==> config.mk <==
export PLATFORM = sky130hd
export DESIGN_NAME = setbit_result_fifo
export DESIGN_NICKNAME = d
export VERILOG_FILES = /design/src/rtl/setbit_result_fifo.sv
export SDC_FILE = /design/constraint.sdc
export NUM_CORES = 1
export LEC_CHECK = 0
export CORE_MARGIN = 1.5
export CORE_UTILIZATION = 57
export CTS_CLUSTER_DIAMETER = 60
export DETAILED_ROUTE_END_ITERATION = 10
export PLACE_DENSITY_LB_ADDON = 0.1
export SYNTH_ARGS = -nofsm -noshare
export SYNTH_HDL_FRONTEND = slang
export SYNTH_SLANG_ARGS = --single-unit
==> constraint.sdc <==
create_clock -name i_clk -period 4.3 [get_ports i_clk]
set_input_delay 0.645 -clock i_clk [delete_from_list [all_inputs] [get_ports i_clk]]
set_output_delay 0.645 -clock i_clk [all_outputs]
set_load 0.03 [all_outputs]
==> src/rtl/setbit_result_fifo.sv <==
// setbit_result_fifo: result/status FIFO with saturating error count; define SETBIT_RESULT_FIFO_DROP_ERR_EN to discard error pairs
module setbit_result_fifo #(
    parameter int NUM   = 4,
    parameter int DEPTH = 4
) (
    input  logic                       i_clk,
    input  logic                       i_rst,
    input  logic                       i_valid,
    input  logic [NUM-1:0]             i_result,
    input  logic [NUM-1:0]             i_status,
    output logic                       o_ready,
    output logic                       o_valid,
    output logic [NUM-1:0]             o_result,
    output logic [NUM-1:0]             o_status,
    input  logic                       i_ready,
    output logic [$clog2(DEPTH+1)-1:0] o_count,
    output logic [7:0]                 o_err_cnt
);
    localparam int AW = $clog2(DEPTH);
    localparam int CW = $clog2(DEPTH+1);
    logic [AW-1:0]    wp, rp;
    logic [2*NUM-1:0] mem [DEPTH];
    logic             push, pop, store, err;
    always_comb begin
        o_ready = (o_count != CW'(DEPTH)) && !i_rst;
        o_valid = o_count != '0;
        push    = i_valid && o_ready;
        pop     = o_valid && i_ready && !i_rst;
        err     = i_status != '0;
`ifdef SETBIT_RESULT_FIFO_DROP_ERR_EN
        store   = push && !err;
`else
        store   = push;
`endif
        {o_result, o_status} = o_valid ? mem[rp] : '0;
    end
    always_ff @(posedge i_clk)
        if (store)
            mem[wp] <= {i_result, i_status};
    always_ff @(posedge i_clk) begin
        if (i_rst) begin
            wp        <= '0;
            rp        <= '0;
            o_count   <= '0;
            o_err_cnt <= '0;
        end else begin
            if (store)
                wp <= wp + 1'b1;
            if (pop)
                rp <= rp + 1'b1;
            o_count <= o_count + CW'(store) - CW'(pop);
            if (push && err && o_err_cnt != 8'hff)
                o_err_cnt <= o_err_cnt + 8'd1;
        end
    end
endmodule

==> impl_metrics.tcl <==
set metrics [dict create \
    status "finished, final reports clean" \
    p_leak_nw 0.8714 \
    cts_tree "yes" \
    area_delta_synth_final_pct 19.99 \
    synth_flop_cell "edfxtp_1" \
    cts_resized 0 \
    synthXorXnorAreaFrac 0.02064 \
    skew_ns 0.003503 \
    r2r_end "o_count[2]" \
    worstPathRequired_ns 3.65 \
    synth_top_cells_by_area "edfxtp_1 45%, dfxtp_1 16%, mux4_2 8.5%, ha_1 4.1%, and2_1 2.9%" \
    layout_setup_ws_ns 1.134 \
    htreeDepth 2 \
    num_vias 1280 \
    synth_cell_types 37 \
    syn_area_um2 2122 \
    relSlewSlack 0.5393 \
    drv_cap 0 \
    io_buffers 32 \
    clock_latency_ns 0.30 \
    r2r_slack_ns 1.78 \
    routed_wl_mm 3.661 \
    finalPower_mw 1.271 \
    final_antenna_net_count 0 \
    nets 199 \
    syn_nets 166 \
    post-place-ws_ns 0.9499 \
    tns_ns 0 \
    slew_violations 0 \
    pin_count 33 \
    dpl_cell_area_um2 2465 \
    ys_ff_latch 49 \
    cp-end-kind "output port" \
    hp-start "o_err_cnt[5]" \
    core-area_um2 3442 \
    muxShareOfSynthArea 0.09198 \
    initial_utilization 0.6165 \
    placed_cells 218 \
    yosysTopAreaCell "edfxtp_1" \
    synthCells 146 \
    grt_overflow 0 \
    clockBufferDepth 2 \
    setup_violations 0 \
    viasPerCell 5.664 \
    std_cell_rows 21 \
    cp-startpoint "i_rst" \
    die_area_um2 4098 \
    hold_class "flop to flop" \
    instances_no_fill 226 \
    rsz0062_at_grt "no" \
    final_util 0.7397 \
    synth_compound_area_frac 0.05189 \
    grt_pass1_wl_mm 6.106 \
    dp_hpwl_mm 2.605 \
    drtIter0Drc 65 \
    drive_above_1_share 0.1333 \
    ir_worst_vdd_mv 0.3785 \
    reg2reg_depth 10 \
    fin_area_um2 2546 \
    synth_edf_count 32 \
    min_path_cells 2 \
    arrival_ns 2.52 \
    die_h_um 64.02 \
    worst_pin_slew_ns 0.6885 \
    yosys_warnings 0 \
    final_cell_mix "32 x clkdlybuf4s50_1, 32 x edfxtp_1, 17 x dfxtp_1" \
    p_per_area_nw_per_um2 499.3 \
    yosys.area_share.simple 0.1392 \
    crit_type "input port to output port" \
    yosysSeqAreaShare 0.6132 \
    clkTransAtPathRegs_ns 0.08 \
    min_period_over_period 0.7364 \
    ys_async_sr_fraction 0 \
    drt-wirelength-per-cell_um 16.20 \
    syn_area_per_cell_um2 14.53 \
    hold_slack_ns 0.5220 \
    drc 0 \
    min_to "o_err_cnt[5]" \
    grt_pass1_vias 1325 \
    clock_sinks 49 \
    synth_top_area_frac 0.4528 \
    first_pass_iters 4 \
    die_w_um 64.02 \
    synth_top_family_by_area "simple AND/OR/NAND/NOR gates" \
    antenna_found_initial 0 \
    cp_max_fo 15 \
    grt_usage 0.2028 \
    n_fill_cell 231 \
    ctsHoldBuffers 0 \
    numCtsBuffers 5 \
    diodes 0 \
    synth_fa_ha_area_frac 0.05071 \
    start_kind "input port" \
    r2r_start "o_count[2]" \
    clock.fmax_mhz 315.8 \
    final_hold_viol_count 0 \
    grt_max_degree 16 \
    period_needed_ns 3.166 \
    root_buffer "clkbuf_8" \
    post-cts-setup-buffer-count 0 \
    place.gp.congestion 0.7955 \
]
## critical path, cell delays in order
cell	delay, ns
clkdlybuf4s50_1	0.85
inv_1	0.24
and2_1	0.20
clkdlybuf4s50_1	0.58
## report_power, final
part | switching [mW] | total, mW | leakage, nW | internal [mW]
Clock | 0.138 | 0.247 | 0.0392 | 0.109
Sequential | 0.0443 | 0.585 | 0.429 | 0.541
Combinational | 0.230 | 0.439 | 0.404 | 0.209
## routing by layer
| layer | up-vias | GRT usage | part of all wire |
|---|---|---|---|
| li1 | 614 | - | - |
| met2 | 36 | 0.3750 | 0.55 |
| met3 | 7 | 0.04049 | 0.042 |
| met1 | 623 | 0.2174 | 0.39 |
| met5 | - | 0 | 0 |
| met4 | 0 | 0.1005 | 0.020 |
## sequential cells by signal (all words and copies together) (netlist names), named ones only
register,flops
mem,32
o_err_cnt,8
wp,2
rp,2
o_count,3
## layout make-up
type                    instances  area, um2  share of cell area
inverters                       9      33.78             0.01327
clock inverters                 3      12.51            0.004914
clock buffers                   5      68.82             0.02703
repair buffers                 32      320.3              0.1258
well taps                      46      57.56             0.02260
flip-flops and latches         49       1301              0.5111
multi-input cells              82      752.0              0.2953
## synthesized netlist by cell type, drive strengths merged, types with 2 or more instances
cell type	number
edfxtp	32
dfxtp	17
and2	10
inv	9
mux4	8
nand3	8
nor2	8
ha	7
and3	6
o311ai	5
nor2b	4
buf	3
clkbuf	3
nand2	3
o41ai	3
xnor2	3
o31ai	2
or3	2
or4	2
xor2	2
## worst max path at each step
stage	end	cells past startpoint	slack (ns)
2_1_floorplan	o_count[2]	10	1.91
3_3_place_gp	o_count[2]	11	1.03
3_5_place_dp	o_count[2]	11	0.95
4_1_cts	o_ready	4	1.15
5_1_grt	o_ready	4	1.03
6_report	o_ready	4	1.13
## cells by family (layout without fill, tap and decap cells)
logic type | after synthesis | in the layout
flip-flops | 49 | 49
AND/OR/NAND/NOR | 47 | 47
buffers and inverters | 15 | 49
AO/OA/AOI/OAI | 13 | 13
multiplexers | 9 | 9
adder cells (fa/ha/maj) | 8 | 8
XOR/XNOR | 5 | 5
Power figures use the tool's default switching activity.
